$ cat src/rtl/pcie_rp_chaining_dma_driver_if.sv
// Request/completion bus between the root-port test sequencer and the request engine.
// The sequencer is the master: it issues requests and consumes read completions.
interface pcie_rp_chaining_dma_driver_if;
  logic        req_valid;
  logic        req_ready;
  logic [1:0]  req_op;
  logic [31:0] req_addr;
  logic [31:0] req_data;
  logic        cpl_valid;
  logic [31:0] cpl_data;

  modport master (
    output req_valid, req_op, req_addr, req_data,
    input  req_ready, cpl_valid, cpl_data
  );

  modport slave (
    input  req_valid, req_op, req_addr, req_data,
    output req_ready, cpl_valid, cpl_data
  );
endinterface

$ cat src/rtl/pcie_rp_chaining_dma_driver.sv
// Root-port test sequencer: config write, chaining-DMA descriptor programming, optional
// target read-back, pass/fail report. Define CHAIN_DRV_TIMEOUT_EN to bound every wait.
module pcie_rp_chaining_dma_driver #(
  parameter int TEST_LEVEL     = 1,
  parameter int USE_CDMA       = 1,
  parameter int USE_TARGET     = 0,
  parameter int DESC_CNT       = 4,
  parameter int TIMEOUT_CYCLES = 4096
) (
  input  logic clk_in,
  input  logic rstn,
  input  logic INTA,
  input  logic INTB,
  input  logic INTC,
  input  logic INTD,
  pcie_rp_chaining_dma_driver_if.master bus,
  output logic test_done,
  output logic test_pass,
  output logic dummy_out
);

  typedef enum logic [3:0] {
    S_SETTLE, S_CFG, S_WDMA, S_WWAIT, S_RDMA, S_RWAIT,
    S_TGT_WR, S_TGT_RD, S_CHECK, S_DONE
  } state_t;

  typedef enum logic [1:0] {
    OP_MEMWR = 2'd0, OP_MEMRD = 2'd1, OP_CFGWR = 2'd2, OP_CFGRD = 2'd3
  } op_t;

  localparam bit       CDMA_ON   = (USE_CDMA == 1) && (TEST_LEVEL > 0);
  localparam bit       TGT_ON    = (USE_TARGET == 1);
  localparam logic [7:0] LAST_PASS = 8'(TEST_LEVEL - 1);

  state_t      r_state, w_next;
  logic [3:0]  r_settle_cnt;
  logic [1:0]  r_idx;
  logic [7:0]  r_pass_cnt;
  logic        r_cpl_wait;
  logic        r_error;
  logic        r_test_pass;

  logic        w_valid;
  op_t         w_op;
  logic [31:0] w_addr;
  logic [31:0] w_data;
  logic        w_accept;
  logic        w_cpl_hit;
  logic        w_cpl_bad;
  logic        w_int_err;
  logic        w_timeout;
  state_t      w_after_cfg;
  state_t      w_after_dma;

  // Descriptor-header word i of a DMA table: count, reserved, table address, last index.
  function automatic logic [31:0] dma_word(input logic [1:0] i, input logic [31:0] tbl);
    case (i)
      2'd0:    return 32'(DESC_CNT);
      2'd1:    return 32'd0;
      2'd2:    return tbl;
      default: return 32'(DESC_CNT - 1);
    endcase
  endfunction

  function automatic logic [31:0] tgt_word(input logic [1:0] i);
    return 32'hA5A5_0000 | {30'd0, i};
  endfunction

  assign w_after_cfg = CDMA_ON ? S_WDMA : (TGT_ON ? S_TGT_WR : S_CHECK);
  assign w_after_dma = TGT_ON ? S_TGT_WR : S_CHECK;
  assign w_accept    = w_valid && bus.req_ready;
  assign w_cpl_hit   = r_cpl_wait && bus.cpl_valid;
  assign w_cpl_bad   = w_cpl_hit && (bus.cpl_data != tgt_word(r_idx));
  assign w_int_err   = (r_state != S_SETTLE) && (INTB || INTC || INTD);

  // Request outputs are a pure function of registered state, so they cannot move
  // while a request waits for req_ready.
  always_comb begin
    // NOTE: every output of a combinational block gets a default first; a path that
    // leaves one unassigned would infer a latch.
    w_valid = 1'b0;
    w_op    = OP_MEMWR;
    w_addr  = 32'd0;
    w_data  = 32'd0;
    case (r_state)
      S_CFG: begin
        w_valid = 1'b1;
        w_op    = OP_CFGWR;
        w_addr  = 32'h0000_0004;
        w_data  = 32'h0000_0006;
      end
      S_WDMA: begin
        w_valid = 1'b1;
        w_addr  = {28'd0, r_idx, 2'b00};
        w_data  = dma_word(r_idx, 32'h0000_1000);
      end
      S_RDMA: begin
        w_valid = 1'b1;
        w_addr  = 32'h0000_0010 | {28'd0, r_idx, 2'b00};
        w_data  = dma_word(r_idx, 32'h0000_2000);
      end
      S_TGT_WR: begin
        w_valid = 1'b1;
        w_addr  = 32'h0000_0100 | {28'd0, r_idx, 2'b00};
        w_data  = tgt_word(r_idx);
      end
      S_TGT_RD: begin
        w_valid = !r_cpl_wait;
        w_op    = OP_MEMRD;
        w_addr  = 32'h0000_0100 | {28'd0, r_idx, 2'b00};
      end
      default: ;
    endcase
  end

  always_comb begin
    w_next = r_state;
    case (r_state)
      S_SETTLE: if (r_settle_cnt == 4'd15) w_next = S_CFG;
      S_CFG:    if (w_accept) w_next = w_after_cfg;
      S_WDMA:   if (w_accept && r_idx == 2'd3) w_next = S_WWAIT;
      S_WWAIT:  if (INTA) w_next = S_RDMA;
      S_RDMA:   if (w_accept && r_idx == 2'd3) w_next = S_RWAIT;
      S_RWAIT:  if (INTA) w_next = (r_pass_cnt == LAST_PASS) ? w_after_dma : S_WDMA;
      S_TGT_WR: if (w_accept && r_idx == 2'd3) w_next = S_TGT_RD;
      S_TGT_RD: if (w_cpl_hit && r_idx == 2'd3) w_next = S_CHECK;
      S_CHECK:  w_next = S_DONE;
      S_DONE:   w_next = S_DONE;
      default:  w_next = S_SETTLE;
    endcase
    if (w_timeout) w_next = S_DONE;
  end

  always_ff @(posedge clk_in) begin
    // NOTE: sequential state uses non-blocking assignments so every register samples
    // the pre-edge values, independent of statement order.
    if (!rstn) r_state <= S_SETTLE;
    else       r_state <= w_next;
  end

  always_ff @(posedge clk_in) begin
    if (!rstn) begin
      r_settle_cnt <= 4'd0;
      r_idx        <= 2'd0;
      r_pass_cnt   <= 8'd0;
      r_cpl_wait   <= 1'b0;
      r_error      <= 1'b0;
      r_test_pass  <= 1'b0;
    end else begin
      if (r_state == S_SETTLE) r_settle_cnt <= r_settle_cnt + 4'd1;

      // The beat index restarts on every state change; reads advance on completion.
      if (w_next != r_state)                  r_idx <= 2'd0;
      else if (w_accept && !w_op[0])          r_idx <= r_idx + 2'd1;
      else if (w_cpl_hit)                     r_idx <= r_idx + 2'd1;

      if (w_next != r_state)                  r_cpl_wait <= 1'b0;
      else if (w_accept && w_op == OP_MEMRD)  r_cpl_wait <= 1'b1;
      else if (w_cpl_hit)                     r_cpl_wait <= 1'b0;

      if (r_state == S_RWAIT && w_next != S_RWAIT) r_pass_cnt <= r_pass_cnt + 8'd1;

      if (w_int_err || w_cpl_bad || w_timeout) r_error <= 1'b1;

      if (r_state == S_CHECK) r_test_pass <= !(r_error || w_int_err);
    end
  end

`ifdef CHAIN_DRV_TIMEOUT_EN
  localparam int TW = $clog2(TIMEOUT_CYCLES + 1);

  logic [TW-1:0] r_tmo_cnt;
  logic          w_waiting;
  logic          w_wait_hit;

  assign w_waiting  = (r_state == S_WWAIT) || (r_state == S_RWAIT) || r_cpl_wait;
  assign w_wait_hit = (((r_state == S_WWAIT) || (r_state == S_RWAIT)) && INTA) || w_cpl_hit;
  assign w_timeout  = w_waiting && !w_wait_hit && (r_tmo_cnt == TW'(TIMEOUT_CYCLES - 1));

  always_ff @(posedge clk_in) begin
    if (!rstn)                                  r_tmo_cnt <= '0;
    else if (w_next != r_state || !w_waiting)   r_tmo_cnt <= '0;
    else                                        r_tmo_cnt <= r_tmo_cnt + TW'(1);
  end
`else
  logic w_unused_tmo;
  assign w_unused_tmo = ^TIMEOUT_CYCLES;
  assign w_timeout    = 1'b0;
`endif

  assign bus.req_valid = w_valid;
  assign bus.req_op    = w_op;
  assign bus.req_addr  = w_addr;
  assign bus.req_data  = w_data;
  assign test_done     = (r_state == S_DONE);
  assign test_pass     = (r_state == S_DONE) && r_test_pass;
  assign dummy_out     = 1'b0;

endmodule

$ cat src/flat_wrapper.sv
// flat-port wrapper written by rule: the top's interface ports become plain ports
module pcie_rp_chaining_dma_driver_flat 
#(
  parameter int TEST_LEVEL     = 1,
  parameter int USE_CDMA       = 1,
  parameter int USE_TARGET     = 0,
  parameter int DESC_CNT       = 4,
  parameter int TIMEOUT_CYCLES = 4096
)
  (clk_in, rstn, INTA, INTB, INTC, INTD, test_done, test_pass, dummy_out, bus_req_valid, bus_req_op, bus_req_addr, bus_req_data, bus_req_ready, bus_cpl_valid, bus_cpl_data);
  pcie_rp_chaining_dma_driver_if bus_i ();
  input  logic clk_in;
  input  logic rstn;
  input  logic INTA;
  input  logic INTB;
  input  logic INTC;
  input  logic INTD;
  output logic test_done;
  output logic test_pass;
  output logic dummy_out;
  output wire logic [$bits(bus_i.req_valid)-1:0] bus_req_valid;
  output wire logic [$bits(bus_i.req_op)-1:0] bus_req_op;
  output wire logic [$bits(bus_i.req_addr)-1:0] bus_req_addr;
  output wire logic [$bits(bus_i.req_data)-1:0] bus_req_data;
  input wire logic [$bits(bus_i.req_ready)-1:0] bus_req_ready;
  input wire logic [$bits(bus_i.cpl_valid)-1:0] bus_cpl_valid;
  input wire logic [$bits(bus_i.cpl_data)-1:0] bus_cpl_data;
  assign bus_req_valid = bus_i.req_valid;
  assign bus_req_op = bus_i.req_op;
  assign bus_req_addr = bus_i.req_addr;
  assign bus_req_data = bus_i.req_data;
  assign bus_i.req_ready = bus_req_ready;
  assign bus_i.cpl_valid = bus_cpl_valid;
  assign bus_i.cpl_data = bus_cpl_data;
  pcie_rp_chaining_dma_driver #(.TEST_LEVEL(TEST_LEVEL), .USE_CDMA(USE_CDMA), .USE_TARGET(USE_TARGET), .DESC_CNT(DESC_CNT), .TIMEOUT_CYCLES(TIMEOUT_CYCLES)) u_core (.clk_in(clk_in), .rstn(rstn), .INTA(INTA), .INTB(INTB), .INTC(INTC), .INTD(INTD), .bus(bus_i), .test_done(test_done), .test_pass(test_pass), .dummy_out(dummy_out));
endmodule
$ cat config.mk
export PLATFORM = sky130hd
export DESIGN_NAME = pcie_rp_chaining_dma_driver_flat
export DESIGN_NICKNAME = d
export VERILOG_FILES = /design/src/rtl/pcie_rp_chaining_dma_driver_if.sv /design/src/rtl/pcie_rp_chaining_dma_driver.sv /design/src/flat_wrapper.sv
export SDC_FILE = /design/constraint.sdc
export NUM_CORES = 1
export LEC_CHECK = 0
export ABC_AREA = 0
export CORE_UTILIZATION = 35
export CTS_CLUSTER_DIAMETER = 40
export DETAILED_ROUTE_END_ITERATION = 16
export GPL_ROUTABILITY_DRIVEN = 1
export GPL_TIMING_DRIVEN = 0
export PLACE_DENSITY = 0.78
export SYNTH_ARGS = -nofsm -noshare
export SYNTH_HDL_FRONTEND = slang
export SYNTH_SLANG_ARGS = --single-unit
$ cat constraint.sdc
create_clock -name clk_in -period 1.6 [get_ports clk_in]
set_clock_uncertainty 0.15 [all_clocks]
set_input_delay 0.16 -clock clk_in [delete_from_list [all_inputs] [get_ports clk_in]]
set_output_delay 0.16 -clock clk_in [all_outputs]
set_load 0.02 [all_outputs]
---- After elaboration in Yosys (flattened, before gate mapping) ----
Cells that the tools add are included.
storage, ports and cells
  flip-flop bits (word level) ............. 21
  input port bits ......................... 40
  word-level logic and storage cells ...... 75
cells by class
  $add $sub $neg .......................... 3
  equal/unequal tests ..................... 17
  muxes and demuxes ....................... 20
  bitwise logic cells ..................... 1
  reductions and logical operators ........ 27
operators by type and width
  kind                 count
  $pmux 32 s4          1
  $pmux 14 s3          1
  $pmux 13 s3          1
  $mux 4               9
  $pmux 4 s9           1
  $pmux 9 s4           1
  $ne 32x32->1         1
  $eq 4x3->1 const B   4
  $eq 4x4->1 const B   3
  $logic_and 1x1->1    10
  $add 8x1->8 const B  1
  $eq 4x2->1 const B   2
  $logic_not 8->1      1
  $reduce_or 2->1      3
  $add 4x1->4 const B  1
  $eq 2x1->1 const B   2
  $eq 2x2->1 const B   2
  $eq 4x1->1 const B   1
  $logic_not 4->1      1
  $logic_or 1x1->1     4
  $mux 2               2
  $ne 4x3->1 const B   1
  $ne 4x4->1           1
  $pmux 2 s2           1
  other kinds (9)      13

---- Depth between registers and ports, before layout ----
  depth in word-level cells ............... 9
  gate-level depth with buffers ........... 6

---- Worst setup path before layout ----
OpenSTA, ideal clock, no wires.
  path kind ............................... register -> register
  start ................................... register u_core.r_state[1]
  end ..................................... register u_core.r_cpl_wait
  library setup time ...................... 125 ps
  data arrival time ....................... 1773 ps
  required time ........................... 1325 ps
  path slack .............................. -448 ps
  cell stages (with the launch flop) ...... 6
  clock period less this slack ............ 2048 ps
  cells stage by stage .................... dfxtp_1 > buf_2 > nor4b_1 > a221oi_1 > o221ai_1 > nor2_1
RTL lines
  item                                                RTL line                            source
  from (decl)                                         pcie_rp_chaining_dma_driver.sv:35   state_t r_state, w_next;
  from (signal assigned)                              pcie_rp_chaining_dma_driver.sv:138  else r_state <= w_next;
  $eq 4x3->1 / $eq 4x1->1 (equally long branches)     pcie_rp_chaining_dma_driver.sv:85   case (r_state)
  $pmux 2 s2 (*)                                      pcie_rp_chaining_dma_driver.sv:85
  net bus_req_op[1]                                   flat_wrapper.sv:22                  output wire logic [$bits(bus_i.req_op)-1:0] bus_req_op;
  $eq 2x1->1 (*)                                      pcie_rp_chaining_dma_driver.sv:158  else if (w_accept && w_op == OP_MEMRD) r_cpl_wait <= 1'b1;
  $logic_and 1x1->1 (*)                               pcie_rp_chaining_dma_driver.sv:158
  $mux 1 / $reduce_bool 2->1 (equally long branches)  -
  to (signal assigned)                                pcie_rp_chaining_dma_driver.sv:157  if (w_next != r_state) r_cpl_wait <= 1'b0;
  to (signal assigned)                                pcie_rp_chaining_dma_driver.sv:158
  to (signal assigned)                                pcie_rp_chaining_dma_driver.sv:159  else if (w_cpl_hit) r_cpl_wait <= 1'b0;
  to (decl)                                           pcie_rp_chaining_dma_driver.sv:39   logic r_cpl_wait;
Mark *: on every way through the listed nets, which the timed path passes. The rest lies on a longest branch.
A chain may end at the register's enable or synchronous reset.

---- Worst setup path in the final report ----
  start ................................... register u_core.r_state[2]
  end ..................................... output bus_req_data[1]
between the ends
  longest elaborated chain between the ends .. 2
ends and longest elaborated chain
  item                                      RTL line                           source
  $eq 4x3->1, or another cell as far along  pcie_rp_chaining_dma_driver.sv:85
  $pmux 32 s4 (*)                           pcie_rp_chaining_dma_driver.sv:85
  to (decl)                                 flat_wrapper.sv:24                 output wire logic [$bits(bus_i.req_data)-1:0] bus_req_data;
Every way passes the cells marked *; elsewhere a longest branch is shown, timed or not.

==> impl_metrics.tcl <==
set metrics [dict create \
    timing.rr.end "u_core.r_idx[1]" \
    synth-edff-count 0 \
    startpoint "u_core.r_state[2]" \
    cp-end-kind "output pin" \
    slew_violations 0 \
    crit_end "bus_req_data[1]" \
    grt_pass1_vias 2058 \
    postSynthAreaPerCell_sq_um 7.88 \
    synthMuxAreaShare_pct 2.24 \
    reg2reg_from "u_core.r_state[2]" \
    dp_slack_ps -657 \
    root_buffer "clkbuf_8" \
    setup_violations 36 \
    synth_simple_gate_area_share_pct 26.2 \
    yosys_warnings 0 \
    required_ps 1290 \
    power.leakage_uw 0.00170 \
    synth_top_family_by_area "simple AND/OR/NAND/NOR gates" \
    synth-seq-area-share_pct 22.1 \
    cts_max_level 1 \
    min_period_ps 1900 \
    io_pins 110 \
    violations "setup timing" \
    synth_area_sq_um 1900 \
    detail_route.wl_per_cell_um 14.9 \
    grt-ovfl-total 0 \
    gp_congestion 0.780 \
    clk_latency_ps 280 \
    core.rowCount 26 \
    worst_ir_drop_vdd_mv 0.521 \
    max-clock-path-buffers 2 \
    synth-adder-area-share_pct 3.95 \
    period_share_pct 119 \
    drc 0 \
    cp_data_arrival_time_ps 1590 \
    clk_pin_slew_ps 90 \
    drt-total-wl_mm 7.05 \
    synth_cells 241 \
    path_class "reg -> out" \
    synth_cell_types 53 \
    numCtsBuffers 3 \
    synthFlopType "dfxtp_1" \
    grtUsageTotal_pct 22.6 \
    grt_pass1_wl_mm 9.68 \
    port_buffers 61 \
    layout_setup_ws_ps -299 \
    firstDrtPassIters 4 \
    ys_ff_latch 21 \
    hold_viol_final 0 \
    synth_xor_area_share_pct 5.99 \
    nNetsFinal 451 \
    place_area_sq_um 2910 \
    antenna_found_initial 0 \
    reg2reg_depth 7 \
    status "complete, but fails checks" \
    start_kind "flip-flop" \
    cts.sinks 21 \
    core_sq_um 5170 \
    dpl.hpwl_mm 3.70 \
    hold_path.class "in -> reg" \
    cts_tree "built" \
    ff2ff_setup_slack_ps -250 \
    drtIter0Drc 140 \
    nFillCells 363 \
    cp_max_fo 6 \
    initial_core_util_pct 36.7 \
    die_area_sq_um 5730 \
    layout-drive-gt1-share_pct 50.2 \
    async_flop_share_pct 0 \
    rsz0062_at_grt "yes" \
    grt_max_degree 14 \
    power_density_nw_per_um2 340 \
    fp.dieH_um 75.7 \
    fp.dieW_um 75.7 \
    max_cap_violations 0 \
    synth_compound_area_share_pct 13.1 \
    diodes 0 \
    design_area_sq_um 3750 \
    antenna_left 0 \
    vias 2245 \
    synthToLayoutAreaGrowth_pct 97.2 \
    via_per_inst 4.74 \
    clock.fmax_mhz 527 \
]
[worst min-delay path by stage]
stage | start | end | slack (ps) | depth (start not counted)
floorplan | rstn | u_core.r_state[0] | 130 | 1
global placement | u_core.r_test_pass | u_core.r_test_pass | 310 | 2
detailed placement | u_core.r_test_pass | u_core.r_test_pass | 310 | 2
CTS | rstn | u_core.r_state[1] | 330 | 2
global route | rstn | u_core.r_state[0] | 350 | 2
finish | rstn | u_core.r_state[0] | 330 | 2
[what timing repair did]
item,in CTS,in global routing
setup endpoints to repair,30,40
resized for setup,195,38
hold buffers,0,0
pin swaps,28,15
buffers inserted,35,21
[placed cells by master, fill, tap and decap left out, drive strengths merged, types with 7 or more instances in the layout]
cell and instances:
clkbuf 8, nor2 20, conb 48, inv 7, dfxtp 21, buf 134
xor2 8, a21oi 9, nand4 7, nand2 15, clkdlybuf4s50 39
[cell families (layout without fill, tap and decap cells)]
group / after synthesis / after routing
compound gates: 36 / 36
xor+xnor: 13 / 13
fa+ha+maj: 6 / 6
buf+inv: 74 / 190
flops: 21 / 21
mux: 4 / 4
other cells: 1 / 48
simple gates: 86 / 86
[final cells by class]
| type | instances | area, sq um | share of cell area (%) |
|---|---|---|---|
| inverter | 8 | 35.0 | 0.935 |
| clock buffer | 3 | 41.3 | 1.10 |
| multi-input combinational | 193 | 1460 | 39.0 |
| clock inverter | 1 | 7.51 | 0.200 |
| tap | 70 | 87.6 | 2.34 |
| buffer | 63 | 561 | 15.0 |
| sequential | 21 | 448 | 12.0 |
| timing repair buffer | 115 | 1110 | 29.5 |
[critical path, stage by stage (launching register included)]
cell     delay [ps]
dfxtp_4         360
buf_8           130
buf_8           130
xor2_1          140
nand2_1          90
a21o_1          210
a21oi_4         130
buf_6           130
[registers in the layout, indices dropped and copies added (netlist names)]
signal,count
u_core.r_pass_cnt,8
u_core.r_test_pass,1
u_core.r_cpl_wait,1
u_core.r_error,1
u_core.r_settle_cnt,4
u_core.r_state,4
u_core.r_idx,2
[through the flow]
| step | utilization [%] | instances | setup TNS [ps] | hold WS (ps) | power (uW) |
|---|---|---|---|---|---|
| 2_1_floorplan | - | 288 | -179 | 130 | 770 |
| 3_3_place_gp | 56.3 | 419 | -13110 | 311 | 876 |
| 3_5_place_dp | 56.3 | 419 | -13760 | 314 | 878 |
| 4_1_cts | 67.5 | 458 | -3470 | 326 | 1250 |
| 5_1_grt | 72.4 | 474 | -7140 | 352 | 1330 |
| 6_report | 72.4 | 474 | -5160 | 332 | 1270 |
[routing by layer]
| metal | vias up | global-route usage [%] | wire length [um] |
|---|---|---|---|
| met5 | - | 0 | 0 |
| li1 | 1070 | - | - |
| met4 | 0 | 9.26 | 272 |
| met1 | 1035 | 24.2 | 2510 |
| met2 | 114 | 42.7 | 3840 |
| met3 | 26 | 5.16 | 427 |
[where the power goes]
| group | total [uW] | switching, uW | internal [uW] |
|---|---|---|---|
| clock network | 392 | 215 | 177 |
| logic | 356 | 170 | 186 |
| registers | 524 | 6.77 | 517 |
[cells in the mapped netlist, drive strengths merged (2+ instances only)]
cell type / n / area (sq um)
a2111oi: 2 / 17.5
a21oi: 9 / 45.0
a31oi: 3 / 18.8
and2: 6 / 37.5
and3: 2 / 12.5
and4: 2 / 17.5
and4b: 2 / 20.0
buf: 61 / 448
clkbuf: 5 / 18.8
dfxtp: 21 / 420
ha: 6 / 75.1
inv: 7 / 26.3
mux2: 2 / 22.5
mux2i: 2 / 20.0
nand2: 15 / 56.3
nand2b: 3 / 18.8
nand3: 6 / 30.0
nand4: 7 / 43.8
nor2: 20 / 75.1
nor2b: 3 / 18.8
nor3: 3 / 15.0
nor4: 6 / 58.8
nor4b: 2 / 17.5
nor4bb: 2 / 20.0
o21a: 2 / 15.0
o21ai: 6 / 30.0
o21ba: 2 / 20.0
o31a: 2 / 17.5
or3: 2 / 12.5
xnor2: 5 / 43.8
xor2: 8 / 70.1
Power figures use the tool's default switching activity.
